### config.mk
export PLATFORM = sky130hd
export DESIGN_NAME = overlay_rom_addr_gen
export DESIGN_NICKNAME = d
export VERILOG_FILES = /design/src/rtl/overlay_pkg.sv /design/src/rtl/overlay_delay_line.sv /design/src/rtl/overlay_rom_addr_gen.sv
export SDC_FILE = /design/constraint.sdc
export NUM_CORES = 1
export LEC_CHECK = 0
export BUFFER_PORTS_ARGS = -buffer_cell sky130_fd_sc_hd__buf_2
export CAP_MARGIN = 25
export CELL_PAD_IN_SITES_DETAIL_PLACEMENT = 0
export CELL_PAD_IN_SITES_GLOBAL_PLACEMENT = 2
export CORE_UTILIZATION = 42
export CTS_BUF_LIST = sky130_fd_sc_hd__clkbuf_4 sky130_fd_sc_hd__clkbuf_8
export CTS_CLUSTER_DIAMETER = 80
export CTS_CLUSTER_SIZE = 14
export DETAILED_ROUTE_END_ITERATION = 8
export HOLD_SLACK_MARGIN = 0.08
export PLACE_DENSITY = 0.94
export SKIP_CTS_REPAIR_TIMING = 1
export SYNTH_ARGS = -nofsm -noshare
export SYNTH_HDL_FRONTEND = slang
export SYNTH_HIERARCHICAL = 1
export SYNTH_SLANG_ARGS = --single-unit
### constraint.sdc
create_clock -name clk -period 5.84 [get_ports clk]
set_input_delay 0.292 -clock clk [delete_from_list [all_inputs] [get_ports clk]]
set_output_delay 0.292 -clock clk [all_outputs]
set_load 0.1 [all_outputs]
### src/rtl/overlay_pkg.sv
// Constants and types shared by the overlay address generator, bit repeater and mixer.
package overlay_pkg;

  localparam int unsigned H_ACTIVE_DEF = 1280;
  localparam int unsigned V_ACTIVE_DEF = 720;
  localparam int unsigned OVL_W_DEF    = 256;
  localparam int unsigned OVL_H_DEF    = 64;
  localparam int unsigned ADDR_W_DEF   = 14;
  localparam int unsigned ROM_LAT_DEF  = 2;

  localparam int unsigned PIX_W = 24;
  localparam int unsigned CNT_W = 12;

  // Video timing, pixel and window-hit flag, delayed together.
  typedef struct packed {
    logic             vs;
    logic             hs;
    logic             de;
    logic [PIX_W-1:0] pix;
    logic             hit;
  } vid_bus_t;

  // Raster counters stick at all-ones instead of wrapping.
  function automatic logic [CNT_W-1:0] sat_inc(input logic [CNT_W-1:0] v);
    return (v == '1) ? v : v + CNT_W'(1);
  endfunction

endpackage

### src/rtl/overlay_delay_line.sv
// Fixed-depth register delay line with asynchronous active-low clear.
module overlay_delay_line #(
  parameter int unsigned WIDTH = 1,
  parameter int unsigned DEPTH = 1
) (
  input  logic             clk_i,
  input  logic             rst_ni,
  input  logic [WIDTH-1:0] d_i,
  output logic [WIDTH-1:0] q_o
);

  logic [WIDTH-1:0] stage_q [DEPTH];

  always_ff @(posedge clk_i or negedge rst_ni) begin
    if (!rst_ni) begin
      for (int unsigned i = 0; i < DEPTH; i++) stage_q[i] <= '0;
    end else begin
      stage_q[0] <= d_i;
      for (int unsigned i = 1; i < DEPTH; i++) stage_q[i] <= stage_q[i-1];
    end
  end

  assign q_o = stage_q[DEPTH-1];

endmodule

### src/rtl/overlay_rom_addr_gen.sv
// Raster tracker producing overlay bitmap ROM addresses, with video timing,
// pixels and the window-hit flag delayed to line up with the ROM output.
module overlay_rom_addr_gen
  import overlay_pkg::*;
#(
  parameter int unsigned H_ACTIVE = overlay_pkg::H_ACTIVE_DEF,
  parameter int unsigned V_ACTIVE = overlay_pkg::V_ACTIVE_DEF,
  parameter int unsigned OVL_W    = overlay_pkg::OVL_W_DEF,
  parameter int unsigned OVL_H    = overlay_pkg::OVL_H_DEF,
  parameter int unsigned ADDR_W   = overlay_pkg::ADDR_W_DEF,
  parameter int unsigned ROM_LAT  = overlay_pkg::ROM_LAT_DEF,
  parameter bit          VS_POL   = 1'b1
) (
  input  logic              clk,
  input  logic              rst_n,
  input  logic              vs_in,
  input  logic              hs_in,
  input  logic              de_in,
  input  logic [PIX_W-1:0]  pix_in,
  input  logic              ovl_en,
  input  logic [CNT_W-1:0]  ovl_x,
  input  logic [CNT_W-1:0]  ovl_y,
  output logic [ADDR_W-1:0] rom_addr,
  output logic              rom_rd,
  output logic              vs_out,
  output logic              hs_out,
  output logic              de_out,
  output logic [PIX_W-1:0]  pix_out,
  output logic              ovl_hit
);

  localparam int unsigned LAT = 1 + ROM_LAT;
  localparam int unsigned XW  = $clog2(OVL_W);
  localparam int unsigned YW  = $clog2(OVL_H);
  localparam logic [CNT_W:0] OVL_W_E = OVL_W[CNT_W:0];
  localparam logic [CNT_W:0] OVL_H_E = OVL_H[CNT_W:0];

  if ((XW + YW) != ADDR_W || (1 << XW) != OVL_W || OVL_W > H_ACTIVE ||
      OVL_H > V_ACTIVE || ROM_LAT < 1 || ROM_LAT > 4) begin : g_param_check
    $error("overlay_rom_addr_gen: inconsistent parameters");
  end

  logic              vs_prev_q, de_prev_q, frame_valid_q, en_q;
  logic [CNT_W-1:0]  x_cnt_q, x_cnt_d, y_cnt_q, y_cnt_d, x0_q, y0_q;
  logic [ADDR_W-1:0] rom_addr_q, rom_addr_d;
  logic              rom_rd_q;

  logic              vs_start, fv_eff, en_eff, hit;
  logic [CNT_W-1:0]  x_eff, y_eff, x0_eff, y0_eff;
  logic [XW-1:0]     dx;
  logic [YW-1:0]     dy;
  vid_bus_t          vid_in, vid_out;

  assign vs_start = (vs_in == VS_POL) && (vs_prev_q != VS_POL);

  // A vs_start pixel is evaluated as if the new frame state were already
  // loaded, so a coincident de_in pixel lands at x=0, y=0 of the new window.
  always_comb begin
    x_eff  = vs_start ? '0     : x_cnt_q;
    y_eff  = vs_start ? '0     : y_cnt_q;
    x0_eff = vs_start ? ovl_x  : x0_q;
    y0_eff = vs_start ? ovl_y  : y0_q;
    en_eff = vs_start ? ovl_en : en_q;
    fv_eff = vs_start | frame_valid_q;

    hit = fv_eff & en_eff & de_in
        & ({1'b0, x_eff} >= {1'b0, x0_eff}) & ({1'b0, x_eff} < ({1'b0, x0_eff} + OVL_W_E))
        & ({1'b0, y_eff} >= {1'b0, y0_eff}) & ({1'b0, y_eff} < ({1'b0, y0_eff} + OVL_H_E));

    dx = XW'(x_eff - x0_eff);
    dy = YW'(y_eff - y0_eff);
    rom_addr_d = hit ? {dy, dx} : '0;

    x_cnt_d = x_cnt_q;
    y_cnt_d = y_cnt_q;
    if (vs_start) begin
      x_cnt_d = de_in ? CNT_W'(1) : '0;
      y_cnt_d = '0;
    end else if (de_in) begin
      x_cnt_d = sat_inc(x_cnt_q);
    end else if (de_prev_q) begin
      x_cnt_d = '0;
      y_cnt_d = sat_inc(y_cnt_q);
    end
  end

  always_ff @(posedge clk or negedge rst_n) begin
    if (!rst_n) begin
      vs_prev_q     <= 1'b0;
      de_prev_q     <= 1'b0;
      frame_valid_q <= 1'b0;
      en_q          <= 1'b0;
      x_cnt_q       <= '0;
      y_cnt_q       <= '0;
      x0_q          <= '0;
      y0_q          <= '0;
      rom_addr_q    <= '0;
      rom_rd_q      <= 1'b0;
    end else begin
      vs_prev_q  <= vs_in;
      de_prev_q  <= de_in;
      x_cnt_q    <= x_cnt_d;
      y_cnt_q    <= y_cnt_d;
      rom_addr_q <= rom_addr_d;
      rom_rd_q   <= hit;
      if (vs_start) begin
        frame_valid_q <= 1'b1;
        x0_q          <= ovl_x;
        y0_q          <= ovl_y;
        en_q          <= ovl_en;
      end
    end
  end

  assign rom_addr = rom_addr_q;
  assign rom_rd   = rom_rd_q;

  assign vid_in = {vs_in, hs_in, de_in, pix_in, hit};

  overlay_delay_line #(
    .WIDTH ($bits(vid_bus_t)),
    .DEPTH (LAT)
  ) u_vid_dly (
    .clk_i  (clk),
    .rst_ni (rst_n),
    .d_i    (vid_in),
    .q_o    (vid_out)
  );

  assign vs_out  = vid_out.vs;
  assign hs_out  = vid_out.hs;
  assign de_out  = vid_out.de;
  assign pix_out = vid_out.pix;
  assign ovl_hit = vid_out.hit;

endmodule

* Yosys cells after proc, flatten, opt, wreduce, memory -nomap -nowiden *
Cells that the tools add are included.

storage, ports and cells
  bits in registers = 151
  input port bits = 54
  output and inout bits = 43
  word-level logic and storage cells = 56

cells by class
  add/sub/neg operators = 6
  order comparisons = 4
  equality and inequality tests = 5
  mux-type cells = 15
  bitwise gates (word level) = 8
  reduce and logical (&&, ||, !) cells = 5

operators by type and width
  cell                   number
  $mux 12                12
  $lt 12x13->1           2
  $add 12x1->12 const B  2
  $eq 12x12->1 const B   2
  $ge 12x12->1           2
  $mux 14                1
  $add 12x7->13 const B  1
  $add 12x9->13 const B  1
  $sub 8x8->8            1
  $and 1x1->1            6
  $sub 6x6->6            1
  $ne 3x3->1 const B     1
  $reduce_and 3->1       1
  $reduce_bool 3->1      1
  $mux 1                 2
  $ne 2x1->1 const B     1
  $ne 2x2->1 const B     1
  $reduce_and 2->1       1
  $reduce_bool 2->1      1
  $logic_and 1x1->1      1
  $not 1->1              1
  $or 1x1->1             1

* Longest topological paths before layout *
  word-level depth = 10
  mapped depth = 15
  depth with buffers taken out = 12

* Hierarchy *
Netlist, hierarchy kept.

by module, submodules not included
  module                instances  cells an instance  area each (um^2)  seq. area each (um^2)
  overlay_rom_addr_gen  1          431                4216.5            1676.6
  overlay_delay_line    1          112                2312.2            2102.0

* Least setup slack after synthesis *
Ideal clock, no wire load.

  path type = reg-to-reg
  start = register vs_prev_q
  end = register rom_addr_q[10], in the netlist rom_addr[10]
  setup time = 0.080 ns
  data arrival time = 3.021 ns
  required time = 5.760 ns
  setup slack = 2.739 ns
  stages on the path, launching flop included = 15
  path buffers = 3
  period minus slack after synthesis = 3.101 ns
  cells stage by stage = dfrtp_1 -> and2b_1 -> buf_6 -> clkbuf_1 -> mux2i_1 -> inv_1 -> ha_1 -> xor2_1 -> ha_1 -> a21o_1 -> a21o_1 -> a221oi_2 -> o311ai_2 -> buf_6 -> nor3_2

on the way
  elaborated cells between the ends (all ways) = 22
  those cells by class = add/sub: 3; order compare: 4; mux: 6; bitwise: 8; reduce/logical: 1

RTL lines
  element                                        line                         text
  start: declaration                             overlay_rom_addr_gen.sv:43   logic vs_prev_q, de_prev_q, frame_valid_q, en_q;
  start signal: assignment                       overlay_rom_addr_gen.sv:100  vs_prev_q <= vs_in;
  $not 1->1 *                                    overlay_rom_addr_gen.sv:54   assign vs_start = (vs_in == VS_POL) && (vs_prev_q != VS_POL);
  $logic_and 1x1->1 *                            overlay_rom_addr_gen.sv:54
  $mux 12 *                                      --
  named net x0_eff[9]                            overlay_rom_addr_gen.sv:49   logic [CNT_W-1:0] x_eff, y_eff, x0_eff, y0_eff;
  $add 12x9->13 or $ge 12x12->1 (tied branches)  overlay_rom_addr_gen.sv:67   & ({1'b0, x_eff} >= {1'b0, x0_eff}) & ({1'b0, x_eff} < ({1'b0, x0_eff} + OVL_W_E))
  $lt 12x13->1 or $and 1x1->1 (tied branches)    overlay_rom_addr_gen.sv:67
  $and 1x1->1 *                                  overlay_rom_addr_gen.sv:67
  $and 1x1->1 * (2 in a row)                     overlay_rom_addr_gen.sv:68   & ({1'b0, y_eff} >= {1'b0, y0_eff}) & ({1'b0, y_eff} < ({1'b0, y0_eff} + OVL_H_E));
  $mux 14 *                                      overlay_rom_addr_gen.sv:72   rom_addr_d = hit ? {dy, dx} : '0;
  named net rom_addr_d[10]                       overlay_rom_addr_gen.sv:45   logic [ADDR_W-1:0] rom_addr_q, rom_addr_d;
  end signal: assignment                         overlay_rom_addr_gen.sv:104  rom_addr_q <= rom_addr_d;
  end: declaration                               overlay_rom_addr_gen.sv:45

Mark *: on every way through the listed nets, which the timed path passes. The rest lies on a longest branch.
A chain may end at the register's enable or synchronous reset.

* Worst setup path after layout *
  start = input port vs_in
  end = register rom_addr_q[11], in the netlist rom_addr[11]

on the way
  cells in the longest elaborated chain, start to end = 9
  elaborated cells between the ends (all ways) = 21
  those cells by class = add/sub: 3; order compare: 4; mux: 6; bitwise: 7; reduce/logical: 1

ends and longest elaborated chain
  element                                                line                        text
  start: declaration                                     overlay_rom_addr_gen.sv:16  input logic vs_in,
  $logic_and 1x1->1 *                                    overlay_rom_addr_gen.sv:54
  branches (longest 7 deep; another with $add 12x9->13)  --
  $mux 14 *                                              overlay_rom_addr_gen.sv:72
  named net rom_addr_d[11]                               overlay_rom_addr_gen.sv:45

Mark *: on every way through the listed nets, which the timed path passes.

==> metrics.csv <==
metric,value,unit
Critical Path Fanout Max,32,
PD cells,311.0,nW/µm²
Max VDD drop,0.1695,mV
Clock H-tree levels,4,
Worst-Margin Slew,1019,ps
"Design Area, Final",7746,µm²
Post-Place Worst Slack,2074,ps
# nets final,746,
crit-path leading delay family,compound AO/OA/AOI/OAI gates,
CTS tree,done,
power share of the clock group,36.2,%
Top Layer Used,met4,
total track usage,16.63,%
"Cell Area, Synth",6529,µm²
Fin Setup TNS,0,ps
Yosys cell types,53,
met3 wire length,414,µm
Slew headroom,31.60,%
Yosys warning total,6,
Crit. End Element,flip-flop,
WL met2,5.613,mm
P&R area growth vs syn,18.65,%
Final GP Congestion,0.8387,
placed cell area,6992,µm²
Peak Freq,257.9,MHz
Post-synth EDFFs,0,
Initial Util,42.95,%
Sw Share,29.76,%
Overall Power,2.409,mW
clock root buffer,clkbuf_8,
Post-DRT Antenna Nets,0,
worst clock skew,10.34,ps
met1 WL,6.397,mm
Yosys top cell area share,57.88,%
Routed Wire Length,12.62,mm
antenna violations before repair,0,
Port Buffers,96,
gr ovfl total,0,
main flop type after synthesis,dfrtp_1,
synthesized area per cell,12.02,µm²
min setup slack post-route,1962,ps
CP required,6170,ps
width of the die,126.7,µm
final setup violation count,0,
hold_ws,85.75,ps
post-route clock period utilization,66.41,%
sequential area share after synthesis,57.88,%
Sequential Power Share,47.1,%
hpwl dp,8.854,mm
Min-Delay Path Class,input port to flip-flop,
vias,4107,
"Cell Chain, Critical Path",dlygate4sd3_1 -> buf_2 -> nand2b_2 -> buf_4 -> mux2i_1 -> ha_1 -> nor2b_1 -> o211ai_1 -> a31oi_1 -> a2111oi_0 -> o21ai_2 -> nor4_1,
"Reg clk slew, reported paths",90,ps
Core ar.,15200,µm²
Pint,1.692,mW
Post-synth ARST share,100.0,%
Die H,126.7,µm
CP max-delay cell,nand2b_2,
"area leader, netlist",dfrtp_1,
Final Hold Vio Count,0,
"top cells by area, synth","dfrtp_1 (58%), ha_1 (7.3%), buf_4 (3.3%), mux2i_1 (2.8%), xnor2_1 (2.3%)",
"flops & latches, synth",151,
count of pins over their slew limit,0,
Switch Pwr,0.7169,mW
Clock Path Buffers,2,
vias per cell,4.815,
maxcap violations,0,
n_diodes,0,
Final min period,3878,ps
share of post-route cells with drive strength above 1,22.56,%
RSZ-0062 raised after global routing,false,
"count leader, synth",dfrtp_1,
crit path kind,input port to flip-flop,
DRC,0,
DR pass1 iterations,4,
Clock Latency Late Sink,450,ps
syn_nets,637,
first-pass GRT wire length,20.53,mm
crit path launch type,input port,
Worst EP arrival,4210,ps
status,completed,
Row Count,45,
full die area,16050,µm²
Num CTS Buffers,17,
leakage,3.841,nW
DRT iter0 DRCs,180,
Synth top cells by count,"dfrtp_1 (151), ha_1 (38), nand2_1 (38)",
DR WL/cell,14.80,µm
max incr delay on CP,560,ps
largest net degree at the start of global routing,83,
clock sink count,151,
number of global-route vias before repair,4077,
I/O pins,97,
Cells after Synth,543,
"Buf+Inv Stages, Crit Path",3,
Logic pwr share,16.8,%
-- cells in the final DEF, fill, tap and decap left out, types with 3 or more instances in the layout --
| cell type | n |
|---|---|
| buf_2 | 95 |
| o21ai_0 | 15 |
| a21o_1 | 11 |
| nand4_1 | 6 |
| nor3_1 | 14 |
| ha_1 | 38 |
| and4_1 | 4 |
| nor2b_1 | 7 |
| nand3_1 | 8 |
| buf_4 | 3 |
| o211ai_1 | 3 |
| inv_1 | 33 |
| nand2_1 | 38 |
| inv_6 | 3 |
| dfrtp_1 | 151 |
| o21a_1 | 4 |
| bufinv_16 | 3 |
| nand2b_1 | 4 |
| dlygate4sd3_1 | 31 |
| a31oi_1 | 3 |
| inv_8 | 4 |
| xnor2_1 | 17 |
| or3_1 | 5 |
| and3_1 | 6 |
| clkbuf_8 | 17 |
| mux2i_1 | 18 |
| a21oi_1 | 11 |
| nor3_2 | 9 |
| nor2_1 | 34 |
| and2_1 | 20 |
| xor2_1 | 12 |
-- tightest hold or removal path, delay by kind of cell --
family   cells  cell delay (ps)
buf+inv      2              140
mux          1               80
-- power groups by stage --
stage	registers [mW]	clock network, mW	logic [mW]
floorplan	1.15	0	0.298
global placement	1.15	0	0.379
detailed placement	1.16	0	0.386
CTS	1.13	0.902	0.389
global route	1.14	0.944	0.444
finish	1.13	0.871	0.403
-- layout make-up --
| class | count | area, µm² |
|---|---|---|
| fillers | 1341 | 7456 |
| flip-flops and latches | 151 | 3779 |
| multi-input cells | 319 | 2345 |
| repair buffers | 130 | 819.5 |
| well taps | 188 | 235.2 |
| clock buffers | 17 | 234.0 |
| clock inverters | 15 | 210.2 |
| inverters | 33 | 123.9 |
-- per-stage QoR --
step / util, % / instances
floorplan: - / 543
global placement: 45.99 / 790
detailed placement: 45.99 / 790
CTS: 48.91 / 822
global route: 50.95 / 853
finish: 50.95 / 853
-- registers in the layout, summed over array words and instances (netlist names) --
register	flops
vs_prev_q	1
en_q	1
rom_addr	14
y0_q	12
y_cnt_q	12
frame_valid_q	1
rom_rd	1
x_cnt_q	12
x0_q	12
u_vid_dly/stage_q	56
u_vid_dly/q_o	28
de_prev_q	1
-- logic make-up after synthesis --
family                     Yosys count  synth area share [%]
AOI/OAI and AO/OA                   65                 7.033
buffers and inverters               73                 6.248
muxes                               22                 3.737
adders and majority gates           40                 7.896
xor gates and xnor gates            29                 3.890
DFF                                151                 57.88
and+or+nand+nor                    163                 13.32
-- layer usage --
| layer | global-route usage (%) | up-vias |
|---|---|---|
| met1 | 23.31 | 1972 |
| met5 | 0 | - |
| li1 | - | 2032 |
| met2 | 24.57 | 88 |
| met4 | 6.933 | 0 |
| met3 | 4.302 | 15 |
-- final timing paths --
path,slack (ps),cells past startpoint,startpoint,endpoint
worst max-delay path,1960,12,vs_in,rom_addr[11]
worst max register to register,2060,12,vs_prev_q,rom_addr[11]
worst min register to register,350,0,u_vid_dly/stage_q[31],u_vid_dly/q_o[3]
worst min-delay path,90,3,ovl_x[6],x0_q[6]
min in group asynchronous,450,2,rst_n,y_cnt_q[3]
max in group asynchronous,4050,3,rst_n,rom_addr[6]
(Power assumes the default switching activity.)
